`config.mk`:
```
export PLATFORM = sky130hd
export DESIGN_NAME = downsample_strobe_ctrl
export DESIGN_NICKNAME = d
export VERILOG_FILES = /design/src/rtl/downsample_strobe_ctrl.sv
export SDC_FILE = /design/constraint.sdc
export NUM_CORES = 1
export LEC_CHECK = 0
export BUFFER_PORTS_ARGS = -buffer_cell sky130_fd_sc_hd__buf_2
export CORE_MARGIN = 3
export CORE_UTILIZATION = 45
export CTS_CLUSTER_SIZE = 28
export DETAILED_ROUTE_END_ITERATION = 10
export HOLD_SLACK_MARGIN = 0.02
export PLACE_DENSITY = 0.65
export SLEW_MARGIN = 15
export SYNTH_ARGS = -nofsm -noshare
export SYNTH_HDL_FRONTEND = slang
export SYNTH_SLANG_ARGS = --single-unit
```
`constraint.sdc`:
```
create_clock -name clk -period 13.48 [get_ports clk]
set_input_delay 1.348 -clock clk [delete_from_list [all_inputs] [get_ports clk]]
set_output_delay 1.348 -clock clk [all_outputs]
set_load 0.005 [all_outputs]
```
`src/rtl/downsample_strobe_ctrl.sv`:
```
// Strobe sequencer for a decimating line buffer: tracks pixel coordinates within a
// frame and produces the column-sample strobe (xs) and the sampled-row level (ys).
module downsample_strobe_ctrl #(
   parameter int BUF_LEN = 100,
   parameter int CNT_W   = 11
) (
   input  logic             clk,
   input  logic             rst,
   input  logic             cfg_load,
   input  logic [CNT_W-1:0] cfg_width,
   input  logic [CNT_W-1:0] cfg_height,
   input  logic [1:0]       cfg_shift,
   input  logic             frame_start,
   input  logic             pix_valid,
   output logic             xs,
   output logic             ys,
   output logic [CNT_W-1:0] x_cnt,
   output logic [CNT_W-1:0] y_cnt,
   output logic             busy,
   output logic             frame_done,
   output logic             cfg_err
);

   typedef enum logic {IDLE, RUN} state_t;

   localparam logic [CNT_W:0]   BUF_LEN_X = (CNT_W+1)'(BUF_LEN);
   localparam logic [CNT_W-1:0] RST_DIM   = CNT_W'(BUF_LEN);

   state_t           state_q, state_n;
   logic [CNT_W-1:0] x_q, x_n, y_q, y_n;
   logic [CNT_W-1:0] w_q, w_n, h_q, h_n;
   logic [1:0]       s_q, s_n;
   logic             done_n, err_n;
   logic             cfg_ok, load_ok, active;
   logic [CNT_W-1:0] cur_x, cur_y, eff_w, eff_h, mask;

   // Number of sampled columns for a line of width v decimated by 2^s.
   function automatic logic [CNT_W:0] ceil_shr(input logic [CNT_W-1:0] v,
                                                input logic [1:0]       s);
      logic [CNT_W:0] ext;
      ext = {1'b0, v} + ((CNT_W+1)'(1) << s) - (CNT_W+1)'(1);
      return ext >> s;
   endfunction

   assign cfg_ok  = (cfg_width != '0) && (cfg_height != '0) &&
                    (ceil_shr(cfg_width, cfg_shift) <= BUF_LEN_X);
   assign load_ok = (state_q == IDLE) && cfg_load && cfg_ok;
   // A config loaded together with frame_start governs the wrap compares of pixel (0,0).
   assign eff_w   = load_ok ? cfg_width  : w_q;
   assign eff_h   = load_ok ? cfg_height : h_q;

   assign active = !rst && ((state_q == RUN) || frame_start);
   assign cur_x  = (rst || frame_start) ? '0 : x_q;
   assign cur_y  = (rst || frame_start) ? '0 : y_q;
   assign mask   = ~({CNT_W{1'b1}} << s_q);

   assign xs    = active && pix_valid && ((cur_x & mask) == '0);
   assign ys    = active && ((cur_y & mask) == '0);
   assign x_cnt = cur_x;
   assign y_cnt = cur_y;
   assign busy  = (state_q == RUN);

   always_comb begin
      state_n = state_q;
      x_n     = x_q;
      y_n     = y_q;
      w_n     = w_q;
      h_n     = h_q;
      s_n     = s_q;
      done_n  = 1'b0;
      err_n   = 1'b0;
      if ((state_q == IDLE) && cfg_load) begin
         if (cfg_ok) begin
            w_n = cfg_width;
            h_n = cfg_height;
            s_n = cfg_shift;
         end else begin
            err_n = 1'b1;
         end
      end
      if (active) begin
         state_n = RUN;
         x_n     = cur_x;
         y_n     = cur_y;
         if (pix_valid) begin
            if (cur_x == eff_w - CNT_W'(1)) begin
               x_n = '0;
               if (cur_y == eff_h - CNT_W'(1)) begin
                  y_n     = '0;
                  state_n = IDLE;
                  done_n  = 1'b1;
               end else begin
                  y_n = cur_y + CNT_W'(1);
               end
            end else begin
               x_n = cur_x + CNT_W'(1);
            end
         end
      end
   end

   always_ff @(posedge clk) begin
      if (rst) begin
         state_q    <= IDLE;
         x_q        <= '0;
         y_q        <= '0;
         w_q        <= RST_DIM;
         h_q        <= RST_DIM;
         s_q        <= 2'd0;
         frame_done <= 1'b0;
         cfg_err    <= 1'b0;
      end else begin
         state_q    <= state_n;
         x_q        <= x_n;
         y_q        <= y_n;
         w_q        <= w_n;
         h_q        <= h_n;
         s_q        <= s_n;
         frame_done <= done_n;
         cfg_err    <= err_n;
      end
   end

endmodule

```
==> impl_metrics.json, run 1 <==
{
  "met1_usage": 0.321,
  "coreArea_um2": 9910,
  "grt_pass1_vias": 4534,
  "ctsHoldBuffers": 0,
  "clk_path_buf_depth": 2,
  "track_usage": 0.236,
  "drt-initial-drc-count": 543,
  "netlist_area_um2": 4630,
  "cp_max_fo": 42,
  "use_met3": 0.0294,
  "drc": 0,
  "p_seq_frac": 0.406,
  "outcome": "completed",
  "drt_pre_antenna_iters": 5,
  "ir_drop_uv": 51.7,
  "synthTopCellsByArea": "dfxtp_1 (21%), xnor2_1 (7.4%), ha_1 (5.7%), nand2_1 (5.5%), a21oi_1 (4.6%)",
  "cp-start-kind": "input pin",
  "tightest_slew_ps": 1150,
  "clk_latency_ps": 320,
  "rsz0062_at_grt": "false",
  "total_power_mw": 0.371,
  "synth_nets": 689,
  "slew-limit-headroom": 0.233,
  "die_h_um": 107,
  "synth_edf_count": 0,
  "routed_wl_mm": 13.6,
  "cp.arrival_ps": 9110,
  "yosysUniqueCellTypes": 84,
  "p_leak_nw": 2.13,
  "vias_per_cell": 6.03,
  "clk_pin_slew_worst_paths_ps": 110,
  "grt_max_degree": 43,
  "cts_resized": 0,
  "p_per_area_nw_per_um2": 73.6,
  "layout-drive-gt1-share": 0.128,
  "grt_use_met2": 0.397,
  "fp.dieW_um": 107,
  "setup_violations": 0,
  "final_util": 0.509,
  "synth_top_area_cell": "dfxtp_1",
  "row_count": 36,
  "drv_cap": 0,
  "clock_skew_ps": 19.9,
  "intPower_mw": 0.244,
  "crit_path_end_kind": "flip-flop",
  "path_class": "in -> reg",
  "io_pins": 56,
  "hold_violations": 0,
  "cts_post_setup_buffers_inserted": 0,
  "p_clk_frac": 0.304,
  "holdWs_ps": 485,
  "fin_crit_sh": 0.658,
  "cts_inserted_buffers": 5,
  "cts_root_buf": "clkbuf_8",
  "cts_tree": "done",
  "cts_sinks": 49,
  "worstPathRequired_ps": 13720,
  "n_antenna_cell": 0,
  "place.port_buffers": 55,
  "fin_nets": 720,
  "antenna_left": 0,
  "async_flop_share": 0,
  "htree_levels": 2,
  "via_count": 4843,
  "synth_seq_area_share": 0.212,
  "setup_tns_ps": 0,
  "synth_area_per_cell_um2": 7.26,
  "swShare": 0.344,
  "period_minus_slack_ps": 8870,
  "place_hpwl_mm": 10.2,
  "wl_per_cell_um": 16.9,
  "globalplace.congestion": 0.923,
  "synth_seq_cells": 49,
  "grt_pass1_wl_mm": 22.2,
  "fmax_mhz": 113,
  "p_switching_mw": 0.128,
  "antenna_found_initial": 0,
  "overflow": 0,
  "yosys.area.top_type_share": 0.212,
  "busiest_layer": "met2",
  "ys_warn_count": 0,
  "start_util": 0.468,
  "drv_slew": 0,
  "syn-instance-count": 638,
  "hold_class": "reg -> reg",
  "p_comb_frac": 0.291,
  "syn_to_final_growth_pct": 8.91,
  "die_area_um2": 11600,
  "synthFlopType": "dfxtp_1"
}
==> cell usage in the layout (no fill, tap or decap), types with 3 or more instances in the layout <==
| master | count |
|---|---|
| a211oi_1 | 6 |
| a21o_1 | 6 |
| a21oi_1 | 43 |
| a22oi_1 | 5 |
| a31oi_1 | 6 |
| and2_1 | 14 |
| and3_1 | 11 |
| and3b_1 | 3 |
| buf_2 | 55 |
| buf_4 | 3 |
| clkbuf_8 | 5 |
| dfxtp_1 | 49 |
| ha_1 | 21 |
| inv_1 | 41 |
| mux2i_1 | 9 |
| nand2_1 | 68 |
| nand2b_1 | 5 |
| nand3_1 | 30 |
| nand3b_1 | 4 |
| nand4_1 | 9 |
| nand4b_1 | 3 |
| nor2_1 | 42 |
| nor2b_1 | 4 |
| nor3_1 | 31 |
| nor3b_1 | 4 |
| nor4_1 | 8 |
| nor4_2 | 3 |
| nor4b_1 | 3 |
| o211a_1 | 4 |
| o211ai_1 | 7 |
| o21ai_0 | 37 |
| o22ai_1 | 3 |
| o31a_1 | 4 |
| o31ai_1 | 9 |
| or3_1 | 5 |
| or4_1 | 4 |
| or4b_1 | 3 |
| xnor2_1 | 39 |
| xor2_1 | 7 |
==> registers in the layout, summed over array words and instances, names as in the netlist <==
register / count
busy: 1
s_q: 2
x_q: 11
cfg_err: 1
y_q: 11
frame_done: 1
w_q: 11
h_q: 11
==> cell type report <==
type | instances | area [um2]
Clock buffer | 5 | 68.8
Clock inverter | 3 | 43.8
Fill cell | 1000 | 4860
Inverter | 43 | 161
Multi-Input combinational cell | 512 | 3330
Sequential cell | 49 | 981
Tap cell | 133 | 166
Timing Repair Buffer | 58 | 298
==> kinds of logic after synthesis <==
kind of cell / share of synthesized area
AND/OR/NAND/NOR: 0.315
XOR/XNOR: 0.0869
flip-flops: 0.212
multiplexers: 0.0292
buffers and inverters: 0.0702
AO/OA/AOI/OAI: 0.227
adder cells (fa/ha/maj): 0.0610
==> cell usage after synthesis, drive strengths merged, types with 3 or more instances <==
cell     n
buf     13
or2      3
a21o     6
or4b     3
a21oi   43
xor2     7
clkbuf  21
a31o     3
a22oi    6
nor3b    5
o31ai    9
inv     42
o22ai    4
nor2    43
and3    11
xnor2   39
or3      5
and3b    3
nand2b   6
or4      4
nand4    9
nand2   69
nor3    31
nand4b   3
nand3b   4
nor4    11
a21boi   3
o31a     4
nor2b    4
nand3   31
dfxtp   49
ha      21
a31oi    6
and2    15
mux2     4
a211oi   7
o21ai   39
o211a    4
mux2i    9
o211ai   7
nor4b    3
==> critical path: stages <==
cell and delay, ps:
buf_2 200, or2_2 310, ha_1 180, inv_1 50, ha_1 170, inv_1 60
fa_1 400, and2b_1 230, o22ai_1 110, mux2_1 340, a32o_1 290, o2111ai_1 120
nor3b_2 660, nand2_4 450, a21oi_1 430, ha_1 330, nand3b_1 140, or3b_2 480
xnor2_1 200, nand2_1 70, a21oi_1 120, a211oi_1 90, nor4_2 310, nand4_1 210
a211oi_2 620, nand2_1 420, or4b_1 590, a21oi_1 140
==> power by group through the flow <==
stage | clock network [mW] | logic [mW] | registers, mW
after floorplan | 0 | 0.0813 | 0.153
after global placement | 0 | 0.104 | 0.154
after detailed placement | 0 | 0.106 | 0.154
after CTS | 0.114 | 0.107 | 0.151
after global routing | 0.122 | 0.119 | 0.151
final | 0.113 | 0.108 | 0.151
==> per-stage QoR <==
stage,instances,cell area [um2],setup WS (ps)
5_1_grt,803,5050,4120
3_3_place_gp,795,4930,4840
2_1_floorplan,638,4630,5680
3_5_place_dp,795,4930,4430
6_report,803,5050,4610
4_1_cts,803,5050,4740
==> layer usage <==
metal	vias up	part of all wire
met2	178	0.48
li1	2364	-
met1	2285	0.45
met3	16	0.055
met4	0	0.013
met5	-	0
==> final timing paths <==
path | from | to | slack (ps) | cells after the start
max | cfg_shift[0] | y_q[1] | 4610 | 28
min | h_q[10] | h_q[10] | 480 | 2
max reg2reg | busy | y_q[1] | 6880 | 18
min reg2reg | h_q[10] | h_q[10] | 480 | 2
Power figures use the tool's default switching activity.
==> run 2: changes to the inputs <==
ABC_AREA = 1   (was default)
clock period = 8.55 ns   (was 13.48 ns; I/O delays follow)
==> run 2 against run 1 <==
Effect of this change:
- combinational power is 83% higher
- sequential cell count stayed put
- worst hold slack worse by 8.7 ps
- via count is 7.8% higher
- power is 53% higher
- global-route usage is 0.11 points higher
- clock-buffer cell count stayed put
- die area is 3.0% higher
- core utilization is 1.0 points lower
- clock power is 19% higher
- critical path type unchanged
==> impl_metrics.json, run 2 <==
{
  "routed_wl_mm": 13.4,
  "grt_pass1_vias": 5038,
  "synth_nets": 873,
  "globalplace.congestion": 0.970,
  "io_pins": 56,
  "layout-drive-gt1-share": 0.152,
  "outcome": "completed",
  "ctsHoldBuffers": 0,
  "p_per_area_nw_per_um2": 111,
  "async_flop_share": 0,
  "clk_path_buf_depth": 2,
  "vias_per_cell": 5.24,
  "cp.depth": 34,
  "fin_nets": 912,
  "fmax_mhz": 157,
  "clock_skew_ps": 9.00,
  "cp_common_cell": "nand2_1",
  "crit_family": "simple AND/OR/NAND/NOR gates",
  "finalNonFillerCells": 996,
  "fin_area_um2": 5150,
  "hold_class": "reg -> reg",
  "antenna_found_initial": 0,
  "drv_slew": 0,
  "ff2ff_path_depth": 17,
  "synth_most_common_cell": "nand2_1",
  "cp-start-kind": "input pin",
  "setup_ws_ps": 2190,
  "cts_tree": "done",
  "hold_violations": 0,
  "dp_cells": 990,
  "clk_latency_ps": 300,
  "cp_max_fo": 44,
  "cts_resized": 0,
  "fp.dieW_um": 109,
  "ir_drop_uv": 60.7,
  "path_buf_inv": 6,
  "drt-initial-drc-count": 450,
  "syn-instance-count": 822,
  "drc": 0,
  "total_power_mw": 0.570,
  "drv_cap": 0,
  "syn_to_final_growth_pct": 7.74,
  "overflow": 0,
  "final_util": 0.499,
  "row_count": 37,
  "synth_top_area_cell": "dfxtp_1",
  "r2r_slack_ps": 4670,
  "ys_warn_count": 0,
  "cts_post_setup_buffers_inserted": 0,
  "cts_root_buf": "clkbuf_8",
  "grt_max_degree": 45,
  "period_minus_slack_ps": 6360,
  "place.port_buffers": 55,
  "n_antenna_cell": 0,
  "setup_tns_ps": 0,
  "synth_area_per_cell_um2": 5.82,
  "track_usage": 0.237,
  "synth_seq_area_share": 0.205,
  "die_area_um2": 11900,
  "netlist_area_um2": 4780,
  "place_ws_ps": 1980,
  "start_util": 0.463,
  "synth_edf_count": 0,
  "slew-limit-headroom": 0.455,
  "slowest_delay_ps": 500,
  "cts_inserted_buffers": 5,
  "clk_pin_slew_worst_paths_ps": 100,
  "crit_path_top_delay_cell": "nor2_2",
  "mostFrequentLayoutCell": "nand2_1",
  "place_hpwl_mm": 10.5,
  "grt_pass1_wl_mm": 22.9,
  "synthTopCellsByCount": "nand2_1 (259), inv_1 (127), nand3_1 (81), nor2_1 (77), dfxtp_1 (49)",
  "holdWs_ps": 476,
  "fin_crit_sh": 0.743,
  "yosysUniqueCellTypes": 39,
  "worstPathRequired_ps": 8790,
  "synthFlopType": "dfxtp_1",
  "cts_sinks": 49,
  "synth_seq_cells": 49,
  "yosys.area.top_type_share": 0.205,
  "path_class": "in -> reg",
  "tightest_slew_ps": 818,
  "cp.arrival_ps": 6600,
  "synthTopCellsByArea": "dfxtp_1 (21%), nand2_1 (20%), inv_1 (10%), nand3_1 (8.5%), nor2_1 (6.0%)",
  "via_count": 5220,
  "drt_pre_antenna_iters": 5,
  "dpl_cell_area_um2": 5080,
  "htree_levels": 2,
  "holdPathStages": 2,
  "setup_violations": 0,
  "antenna_left": 0,
  "die_h_um": 109,
  "wl_per_cell_um": 13.5,
  "rsz0062_at_grt": "false",
  "p_leak_nw": 2.68,
  "crit_path_end_kind": "flip-flop",
  "final_cell_mix": "nand2_1 (259), inv_1 (127), nand3_1 (81)",
  "coreArea_um2": 10300
}
run 2: cell count changes after synthesis, sizes merged, moves of 10 or more:
cell / change
o21ai: -12
nand4: +23
nor3: -20
and3: -11
clkbuf: -11
and2: -14
nor2: +46
inv: +92
nand2: +207
nand3: +64
xnor2: -38
a21oi: -10
run 2: final timing paths:
kind / from / endpoint
worst max register to register: busy / y_q[8]
worst min register to register: x_q[0] / x_q[0]
worst min-delay path: x_q[0] / x_q[0]
worst max-delay path: cfg_shift[0] / y_q[8]
run 2: layer usage:
metal / track usage / routed length [um]
met3: 0.0284 / 751
met4: 0.0586 / 218
met2: 0.411 / 6440
met1: 0.310 / 6020
met5: 0 / 0
run 2: where the power goes:
group	leakage (nW)	switching [mW]	internal, mW	total, mW
logic	2.24	0.136	0.0618	0.198
clock network	0.0399	0.0798	0.0542	0.134
registers	0.397	0.00296	0.235	0.238
total	2.68	0.219	0.351	0.570
run 2: cells by family (layout without fill, tap and decap cells):
| logic type | after synthesis | after routing | synth area share |
|---|---|---|---|
| and+or+nand+nor | 515 | 515 | 0.493 |
| DFF | 49 | 49 | 0.205 |
| buffers and inverters | 158 | 196 | 0.138 |
| AOI/OAI and AO/OA | 69 | 69 | 0.0884 |
| adders and majority gates | 22 | 22 | 0.0591 |
| xor gates and xnor gates | 9 | 9 | 0.0165 |
run 2: final cells by class:
| type | instances | area [um2] |
|---|---|---|
| fillers | 1116 | 5170 |
| repair buffers | 56 | 283 |
| clock inverters | 1 | 5.00 |
| well taps | 136 | 170 |
| multi-input cells | 615 | 3140 |
| inverters | 134 | 503 |
| clock buffers | 5 | 68.8 |
| flip-flops and latches | 49 | 981 |
run 2: worst register-to-register path: cells and delay by family (launching register included):
| kind | cells | cell delay, ps |
|---|---|---|
| AND/OR/NAND/NOR | 13 | 2360 |
| AO/OA/AOI/OAI | 2 | 540 |
| flip-flops | 1 | 380 |
| buffers and inverters | 1 | 270 |
| adder cells (fa/ha/maj) | 1 | 260 |
